**config.mk**
```make
export PLATFORM = sky130hd
export DESIGN_NAME = bus_timer_io
export DESIGN_NICKNAME = d
export VERILOG_FILES = /design/src/rtl/bus_timer_io_pkg.sv /design/src/rtl/bus_timer_io_synchronizer.sv /design/src/rtl/bus_timer_io.sv
export SDC_FILE = /design/constraint.sdc
export NUM_CORES = 1
export LEC_CHECK = 0
export ABC_AREA = 1
export CORE_ASPECT_RATIO = 0.8
export CORE_MARGIN = 2
export CORE_UTILIZATION = 53
export CTS_CLUSTER_SIZE = 8
export DETAILED_ROUTE_END_ITERATION = 6
export PLACE_DENSITY = 0.78
export SYNTH_ARGS = -nofsm -noshare
export SYNTH_HDL_FRONTEND = slang
export SYNTH_SLANG_ARGS = --single-unit
export TNS_END_PERCENT = 30
```
**constraint.sdc**
```tcl
create_clock -name clk -period 2.2 [get_ports clk]
set_input_delay 0.44 -clock clk [delete_from_list [all_inputs] [get_ports clk]]
set_output_delay 0.44 -clock clk [all_outputs]
set_load 0.05 [all_outputs]
```
**src/rtl/bus_timer_io_pkg.sv**
```systemverilog
// bus_timer_io_pkg: shared constants for the bus_timer_io peripheral.
//   - word offsets (addr[4:2]) of the eight registers
//   - CTRL and STATUS bit positions
//   - reset value of COMPARE
package bus_timer_io_pkg;

    localparam logic [2:0] OffCtrl     = 3'd0;
    localparam logic [2:0] OffPrescale = 3'd1;
    localparam logic [2:0] OffCount    = 3'd2;
    localparam logic [2:0] OffCompare  = 3'd3;
    localparam logic [2:0] OffStatus   = 3'd4;
    localparam logic [2:0] OffGpioOut  = 3'd5;
    localparam logic [2:0] OffGpioIn   = 3'd6;
    localparam logic [2:0] OffId       = 3'd7;

    localparam int unsigned CtrlEnBit    = 0;
    localparam int unsigned CtrlAutoBit  = 1;
    localparam int unsigned CtrlIrqEnBit = 2;
    localparam int unsigned CtrlW        = 3;

    localparam int unsigned StatusMatchBit = 0;

    localparam logic [31:0] CompareRst = 32'hFFFF_FFFF;

endpackage

```
**src/rtl/bus_timer_io_synchronizer.sv**
```systemverilog
// bus_timer_io_synchronizer: two-flop synchronizer for asynchronous input pins.
//   clk_i  - destination clock
//   rst_ni - asynchronous active-low reset, clears both stages
//   d_i    - asynchronous input
//   q_o    - synchronized output, two edges behind d_i
module bus_timer_io_synchronizer #(
    parameter int unsigned Width = 8
) (
    input  logic             clk_i,
    input  logic             rst_ni,
    input  logic [Width-1:0] d_i,
    output logic [Width-1:0] q_o
);

    logic [Width-1:0] meta_q;
    logic [Width-1:0] sync_q;

    always_ff @(posedge clk_i or negedge rst_ni) begin
        if (!rst_ni) begin
            meta_q <= '0;
            sync_q <= '0;
        end else begin
            meta_q <= d_i;
            sync_q <= meta_q;
        end
    end

    assign q_o = sync_q;

endmodule

```
**src/rtl/bus_timer_io.sv**
```systemverilog
// bus_timer_io: memory-mapped timer/GPIO responder on the CPU data bus, zero wait states.
//   clk            - system clock
//   rst            - asynchronous active-low reset
//   addr           - byte address; addr[4:2] selects the register
//   cs, wr_rd      - chip select, 1 = write / 0 = read
//   data_bus_write - write data, committed on the edge ending the bus cycle
//   data_bus_read  - combinational read data, 0 when not reading
//   gpio_out       - registered output port
//   gpio_in        - asynchronous input pins (synchronized before readback)
//   irq            - level interrupt, MATCH & IRQ_EN
module bus_timer_io
    import bus_timer_io_pkg::*;
#(
    parameter int unsigned GPIO_W   = 8,
    parameter logic [31:0] ID_VALUE = 32'h4D49_5053
) (
    input  logic              clk,
    input  logic              rst,
    input  logic [31:0]       addr,
    input  logic              cs,
    input  logic              wr_rd,
    input  logic [31:0]       data_bus_write,
    output logic [31:0]       data_bus_read,
    output logic [GPIO_W-1:0] gpio_out,
    input  logic [GPIO_W-1:0] gpio_in,
    output logic              irq
);

    logic [CtrlW-1:0]  ctrl_q,     ctrl_d;
    logic [15:0]       prescale_q, prescale_d;
    logic [15:0]       pcnt_q,     pcnt_d;
    logic [31:0]       count_q,    count_d;
    logic [31:0]       compare_q,  compare_d;
    logic              match_q,    match_d;
    logic [GPIO_W-1:0] gpio_out_q, gpio_out_d;
    logic [GPIO_W-1:0] gpio_in_sync;
    logic [31:0]       rdata;

    logic [2:0] reg_sel;
    logic       wr_en;
    logic       tick;
    logic       hit;
    logic       unused_addr;

    assign reg_sel     = addr[4:2];
    assign unused_addr = ^{addr[31:5], addr[1:0]};
    assign wr_en       = cs & wr_rd;
    assign tick        = ctrl_q[CtrlEnBit] & (pcnt_q == prescale_q);
    assign hit         = tick & (count_q == compare_q);

    bus_timer_io_synchronizer #(
        .Width (GPIO_W)
    ) u_gpio_sync (
        .clk_i  (clk),
        .rst_ni (rst),
        .d_i    (gpio_in),
        .q_o    (gpio_in_sync)
    );

    always_comb begin
        ctrl_d     = ctrl_q;
        prescale_d = prescale_q;
        compare_d  = compare_q;
        match_d    = match_q;
        gpio_out_d = gpio_out_q;

        // Prescaler and counter advance first; CPU writes below override them.
        if (!ctrl_q[CtrlEnBit]) begin
            pcnt_d = '0;
        end else if (tick) begin
            pcnt_d = '0;
        end else begin
            pcnt_d = pcnt_q + 16'd1;
        end

        if (hit && ctrl_q[CtrlAutoBit]) begin
            count_d = '0;
        end else if (tick) begin
            count_d = count_q + 32'd1;
        end else begin
            count_d = count_q;
        end

        if (wr_en) begin
            case (reg_sel)
                OffCtrl:     ctrl_d = data_bus_write[CtrlW-1:0];
                OffPrescale: begin
                    prescale_d = data_bus_write[15:0];
                    pcnt_d     = '0;
                end
                OffCount:    count_d   = data_bus_write;
                OffCompare:  compare_d = data_bus_write;
                OffStatus:   begin
                    if (data_bus_write[StatusMatchBit]) begin
                        match_d = 1'b0;
                    end
                end
                OffGpioOut:  gpio_out_d = data_bus_write[GPIO_W-1:0];
                default:     ; // GPIO_IN and ID are read-only
            endcase
        end

        // A match on the same edge as a W1C clear must survive.
        if (hit) begin
            match_d = 1'b1;
        end
    end

    always_ff @(posedge clk or negedge rst) begin
        if (!rst) begin
            ctrl_q     <= '0;
            prescale_q <= '0;
            pcnt_q     <= '0;
            count_q    <= '0;
            compare_q  <= CompareRst;
            match_q    <= 1'b0;
            gpio_out_q <= '0;
        end else begin
            ctrl_q     <= ctrl_d;
            prescale_q <= prescale_d;
            pcnt_q     <= pcnt_d;
            count_q    <= count_d;
            compare_q  <= compare_d;
            match_q    <= match_d;
            gpio_out_q <= gpio_out_d;
        end
    end

    always_comb begin
        rdata = '0;
        case (reg_sel)
            OffCtrl:     rdata[CtrlW-1:0]      = ctrl_q;
            OffPrescale: rdata[15:0]           = prescale_q;
            OffCount:    rdata                 = count_q;
            OffCompare:  rdata                 = compare_q;
            OffStatus:   rdata[StatusMatchBit] = match_q;
            OffGpioOut:  rdata[GPIO_W-1:0]     = gpio_out_q;
            OffGpioIn:   rdata[GPIO_W-1:0]     = gpio_in_sync;
            OffId:       rdata                 = ID_VALUE;
            default:     rdata                 = '0;
        endcase
    end

    // Gated by rst so the constant ID cannot leak onto the bus during reset.
    assign data_bus_read = (rst && cs && !wr_rd) ? rdata : 32'h0;
    assign gpio_out      = gpio_out_q;
    assign irq           = match_q & ctrl_q[CtrlIrqEnBit];

endmodule

```
==> summary.md, run 1 <==
| Metric | Value |
|---|---|
| Vias in the first global route | 7771 |
| First-pass GRT wire length | between 40000 and 50000 um |
| Syn_area_per_cell | 6.56 sq um |
| Die area | between 15000 and 20000 sq um |
| Share of post-route cells with drive strength above 1 | between 15 and 20% |
| Power Total | around 9.1 mW |
| Fin Setup TNS | -0.00708 ns |
| # DRC | 0 |
| Slew Viols, Final | 0 |
| Crit Path Max Fanout | 2 |
| Slew HR | approximately 56% |
| CTS Buffer Depth | 2 |
| Remaining global-route overflow | 0 |
| Critical path arrival | around 1.8 ns |
| P per Cell Area | approximately 850 nW/um^2 |
| # setup viols final | 2 |
| Post-DP HPWL | between 15000 and 20000 um |
| Required time worst endpoint | 1.76 ns |
| # IOs | about 120 |
| Layout Area Growth over Synthesis | 32.7% |
| IO Port Bufs | between 80 and 90 |
| Wire length per cell | 16.7 um |
| Num rows | 40 |
| Launch point of the worst path | cs |
| Vias | between 8000 and 9000 |
| Hold Buf Count CTS | 0 |
| Design area | between 10000 and 15000 sq um |
| RSZ-0062 raised after global routing | true |
| Final hold violations | 0 |
| Root buf cell | clkbuf_16 |
| R2r setup slk | around 0.15 ns |
| Yosys cell types | 37 |
| Initial Utilization | between 50 and 60% |
| Final WS setup | -0.00359 ns |
| CTS Buf Count | 17 |
| Crit Path Class | primary input to primary output |
| Synthesized Nets | 1300 |
| Die Wd | between 100 and 150 um |
| Diodes inserted | 0 |
| Violated checks | negative setup slack |
| Pre-Repair DR Iteration Count | 6 |
| Fin crit period | ~2.2 ns |
| Tot GR Track Use | approximately 33% |
| Initial drt markers | roughly 840 |
| Gpl congestion | approximately 1.0 |
| CP Cell Sequence | clkdlybuf4s50_1 > nand2_1 > nor2_2 > buf_4 > o21ai_0 > a31oi_2 > buf_12 |
| Clk slew on worst S/H paths | approximately 0.070 ns |
| Ys flop type | dfrtp_1 |
| Reg2Reg Launch Point | count_q[8] |
| Maximum VDD drop | about 0.57 mV |
| Max Clk Rate | around 450 MHz |
| Clk_lat worst skew | around 0.43 ns |
| Post-synth top cells | nand2_1, inv_1, nor2_1, dfrtp_1, nand3_1 |
| Core footprint | ~15000 sq um |
| Max cap viols | 0 |
| CTS sink cnt | ~120 |
| Yosys top cell by area | dfrtp_1 |
| Clock Skew | roughly 0.0089 ns |
| Post-synthesis sequential area ratio | between 30 and 40% |
| Die Height | around 110 um |
| Drt via density | between 5 and 6 |
| Startpoint type of the worst setup path | primary input |
| Final ANT Viol Nets | 0 |
| Worst-margin pin slew | between 0.6 and 0.7 ns |
| Most frequent cell after synthesis | nand2_1 |
| CTS tree | done |
| Post-Route WL | 25800 um |
| Pleak | 5.16 nW |
| Top cell type's share of synthesized area | ~29% |
| Worst hold path class | primary input to async pin |
| Largest net degree at the start of global routing | around 130 |
| Status | finished with violations |
| Cell area after synthesis | around 8000 sq um |
| Syn Inst Count | between 1000 and 1500 |
| Final core occ | between 70% and 80% |
| Post-synth EDFFs | 0 |
| CP peak stage delay | ~0.49 ns |
| Area contributors post-synth | dfrtp_1, nand2_1, dfstp_2, inv_1, nor2_1 |
| H-tree depth | 4 |
| Final worst path period share | 100% |
| Final net count | 1426 |
| Slowest stage cell on the critical path | clkdlybuf4s50_1 |
| Dpl cell area | 9850 sq um |
| #FFs+latches synth | approximately 120 |
| Antenna violations before repair | 0 |
| Synth warn | 0 |
| Ys async rst share | between 90% and 100% |
| Critical Path Sink Type | primary output |
==> cell usage in the layout, fill, tap and decap left out, types with 3 or more instances in the layout <==
master	count
a22oi_1	13
inv_8	7
inv_1	143
inv_6	3
a211oi_1	4
nor3_1	8
dfrtp_1	90
mux2_2	5
clkbuf_16	18
buf_12	42
o22ai_1	14
a21oi_1	30
a31oi_2	3
nor2_4	11
nand3b_1	5
nand3_1	77
a221oi_1	6
buf_6	3
nand2_1	467
nand4_1	19
buf_4	48
a21oi_2	6
a221oi_2	3
clkdlybuf4s50_1	50
dfstp_2	32
inv_2	12
xor2_1	16
o21ai_0	46
nor2_1	129
nor2_2	16
==> final cells by class <==
class,instances,area (sq um)
clock inverter,15,196
clock buffer,17,425
tap,189,236
sequential,124,3150
fill,1248,4290
timing repair buffer,148,1790
multi-input combinational,900,4240
inverter,157,589
==> final timing paths <==
kind / end / depth (start not counted)
worst max register to register: count_q[24] / 11
worst min register to register: u_gpio_sync.q_o[3] / 0
min in group clk: u_gpio_sync.q_o[3] / 0
max in group asynchronous: count_q[3] / 2
worst min-delay path: count_q[25] / 2
worst max-delay path: data_bus_read[0] / 7
==> cells by family after synthesis <==
logic type      synth area share [%]
compound gates                  9.54
xor+xnor                        1.97
fa+ha+maj                      0.312
buf+inv                         9.87
flops                           39.2
mux                            0.703
simple gates                    38.4
==> power by group <==
part	switching (mW)	internal [mW]
clock network	1.26	1.74
registers	0.603	2.81
logic	1.66	1.01
total	3.52	5.56
==> state kept, by name (all words and copies together), names as in the netlist <==
signal              cells
count_q                32
prescale_q             16
gpio_out                8
u_gpio_sync.meta_q      8
pcnt_q                 16
match_q                 1
compare_q              32
ctrl_q                  3
u_gpio_sync.q_o         8
==> critical path, delay by kind of cell <==
kind | cells | cell delay (ns)
compound gates | 2 | 0.35
buf+inv | 3 | 0.81
simple gates | 2 | 0.16
==> layer usage <==
| layer | part of all wire, % | vias to the layer above | GRT usage (%) |
|---|---|---|---|
| li1 | - | 4093 | - |
| met1 | 45 | 3965 | 48.2 |
| met2 | 43 | 394 | 48.3 |
| met3 | 10 | 39 | 9.32 |
| met4 | 1.7 | 0 | 9.53 |
| met5 | 0 | - | 0 |
==> through the flow <==
stage,hold WS (ns),setup WS (ns),std cells
after global placement,0.332,-0.390,1517
after global routing,0.255,-0.0425,1550
final,0.202,-0.00359,1550
after floorplan,0.144,-0.187,1222
after detailed placement,0.336,-0.427,1517
after CTS,0.227,-0.0484,1550
==> repair_timing <==
action	4_1_cts	5_1_grt
pin swaps	5	6
cloned	0	0
buffers inserted	1	0
resized for setup	28	38
endpoints found under the setup margin	32	65
Note: power is estimated with default switching activity, not from simulation.
==> inputs of run 2 (changes only) <==
--- a/config.mk
+++ b/config.mk
@@ -7,11 +7,10 @@
 export LEC_CHECK = 0
 export ABC_AREA = 1
 export CORE_ASPECT_RATIO = 0.8
-export CORE_MARGIN = 2
-export CORE_UTILIZATION = 53
+export CORE_UTILIZATION = 35
 export CTS_CLUSTER_SIZE = 8
 export DETAILED_ROUTE_END_ITERATION = 6
-export PLACE_DENSITY = 0.78
+export SLEW_MARGIN = 20
 export SYNTH_ARGS = -nofsm -noshare
 export SYNTH_HDL_FRONTEND = slang
 export SYNTH_SLANG_ARGS = --single-unit
==> run 2 against run 1 <==
Compared with the run above: the flow now finishes without violations; count of clock-buffer cells in the layout unchanged; first-iteration DRC count shrank 4.7%; wire length grew 3.5%; sequential power about the same; worst hold slack lost 0.074 ns; power decreased by 0.68%; global-route usage down 9.2 points; final area rose by 3.6%; non-clock buffer count increased by 9; combinational power about the same; critical endpoint is now data_bus_read[14].
==> summary.md, run 2 (synthesis results as in run 1) <==
| Metric | Value |
|---|---|
| Clk_lat worst skew | 0.43 ns (about the same) |
| Post-Route WL | 26700 um (+3.5%) |
| Final hold violations | 0 (unchanged) |
| Vias | 8239 (-3.0%) |
| Crit Path Class | register to primary output |
| Pleak | 5.24 nW (+1.6%) |
| Clock Skew | 0.0122 ns (+0.00332 ns) |
| Slew HR | 52.5% (-3.2 points) |
| Remaining global-route overflow | 0 (unchanged) |
| Post-Place Worst Slack | -0.489 ns (-0.0624 ns) |
| Worst hold path class | primary input to async pin |
| Maximum VDD drop | 0.524 mV (-7.3%) |
| Final ANT Viol Nets | 0 (unchanged) |
| IO Port Bufs | 87 (unchanged) |
| Status | completed |
| Slowest stage cell on the critical path | dfstp_2 |
| # setup viols final | 0 (-2) |
| CTS Buffer Depth | 2 (unchanged) |
| Post-DP HPWL | 20200 um (+4.7%) |
| CTS Buf Count | 17 (unchanged) |
| Slew Viols, Final | 0 (unchanged) |
| Die area | 23500 sq um (+46%) |
| Critical Path Sink Type | primary output |
| Max cap viols | 0 (unchanged) |
| Most common cell after layout, fill and taps aside | nand2_1 |
| Num rows | 49 (+23%) |
| Final WS setup | 0.0322 ns (+0.0358 ns) |
| Layout Area Growth over Synthesis | 37.4% |
| P per Cell Area | 819 nW/um^2 (-4.1%) |
| Initial drt markers | 796 (-4.7%) |
| Die Height | 137 um (+20%) |
| # DRC | 0 (unchanged) |
| Fin crit period | 2.17 ns (-0.0358 ns) |
| Worst-margin pin slew | 0.712 ns (+0.0481 ns) |
| Required time worst endpoint | 1.76 ns (about the same) |
| Gpl congestion | 0.925 (-7.1%) |
| Diodes inserted | 0 (unchanged) |
| Die Wd | 171 um (+21%) |
| Final worst path period share | 98.5% (-1.6 points) |
| Share of post-route cells with drive strength above 1 | 17.9% (+1.0 points) |
| Commonest non-fill, non-tap cells in the layout | nand2_1, inv_1, nor2_1 |
| FF-to-FF path depth | 12 (+1) |
| Final net count | 1436 (+0.70%) |
| H-tree depth | 4 (unchanged) |
| Antenna violations before repair | 0 (unchanged) |
| Clk slew on worst S/H paths | 0.06 ns (about the same) |
| Crit Path Max Fanout | 3 (+1) |
| Startpoint type of the worst setup path | register |
| Hold Buf Count CTS | 0 (unchanged) |
| CTS sink cnt | 124 (unchanged) |
| Tot GR Track Use | 23.9% (-9.2 points) |
| # IOs | 117 (unchanged) |
| CTS tree | done |
| Dpl cell area | 10100 sq um (+2.2%) |
| Largest net degree at the start of global routing | 125 (unchanged) |
| Initial Utilization | 35.7% (-18 points) |
| Critical path arrival | 1.73 ns (-0.03 ns) |
| RSZ-0062 raised after global routing | true |
| First-pass GRT wire length | 42500 um (+3.8%) |
| CP peak stage delay | 0.56 ns (+0.07 ns) |
| Root buf cell | clkbuf_16 |
| Vias in the first global route | 7642 (-1.7%) |
| Hold WS | 0.128 ns (-0.0739 ns) |
| Drt via density | 4.91 (-10%) |
| Design area | 11000 sq um (+3.6%) |
| Wire length per cell | 15.9 um (-4.3%) |
| Core footprint | 22400 sq um (+50%) |
| Pre-Repair DR Iteration Count | 5 (-1) |
| CP Cell Sequence | inv_2 > a21oi_2 > buf_4 > o21ai_1 > inv_1 > buf_12 |
| Max Clk Rate | 461 MHz (+1.6%) |
| Regs by FF count | compare_q x32, count_q x32 |
==> run 2: critical path, delay by kind of cell (launching register included) <==
kind                   cells  cell delay [ns]
AOI/OAI and AO/OA          2             0.26
buffers and inverters      4             0.47
DFF                        1             0.56
==> run 2: final cells by class <==
type | count | area [sq um]
inverter | 157 | 599
clock inverter | 15 | 173
fill | 2271 | 11400
sequential | 124 | 3150
timing repair buffer | 157 | 1940
tap | 306 | 383
clock buffer | 17 | 425
multi-input combinational | 900 | 4330
timing repair inverter | 1 | 7.51
==> run 2: final timing paths <==
path                                        from                  to  slack, ns
max in group asynchronous                    rst         count_q[23]       1.52
setup / recovery                   compare_q[14]   data_bus_read[14]       0.03
hold reg to reg            u_gpio_sync.meta_q[4]  u_gpio_sync.q_o[4]       0.34
hold / removal                               rst         count_q[26]       0.13
min in group clk           u_gpio_sync.meta_q[4]  u_gpio_sync.q_o[4]       0.34
setup reg to reg                   compare_q[18]         count_q[29]       0.19
==> run 2: where the power goes <==
| part | internal, mW | switching (mW) | leakage (nW) |
|---|---|---|---|
| sequential | 2.81 | 0.604 | 1.50 |
| combinational | 1.04 | 1.64 | 3.45 |
| clock | 1.71 | 1.20 | 0.290 |
| total | 5.56 | 3.45 | 5.24 |
==> run 2: what timing repair did <==
action | 4_1_cts | 5_1_grt
gates resized for setup | 74 | 21
cloned | 2 | 0
endpoints found under the setup margin | 32 | 33
pin swaps | 12 | 4
setup buffers | 5 | 0
==> run 2: layer usage <==
layer	GRT usage, %	vias up	share of wire, %
met5	0	-	0
met4	4.17	0	1.0
met3	5.46	27	6.7
met2	34.5	242	42
met1	36.1	3845	50
li1	-	4125	-
==> run 2: metrics by stage <==
step | TNS, ns | total power [mW] | util [%] | cells
after detailed placement | -11.41 | 6.00 | 44.9 | 1642
after global placement | -9.62 | 5.96 | 44.9 | 1642
after floorplan | -1.60 | 4.97 | - | 1222
after CTS | -0.0132 | 9.03 | 48.9 | 1679
final | 0 | 9.01 | 49.1 | 1677
after global routing | -0.0327 | 9.57 | 49.1 | 1677
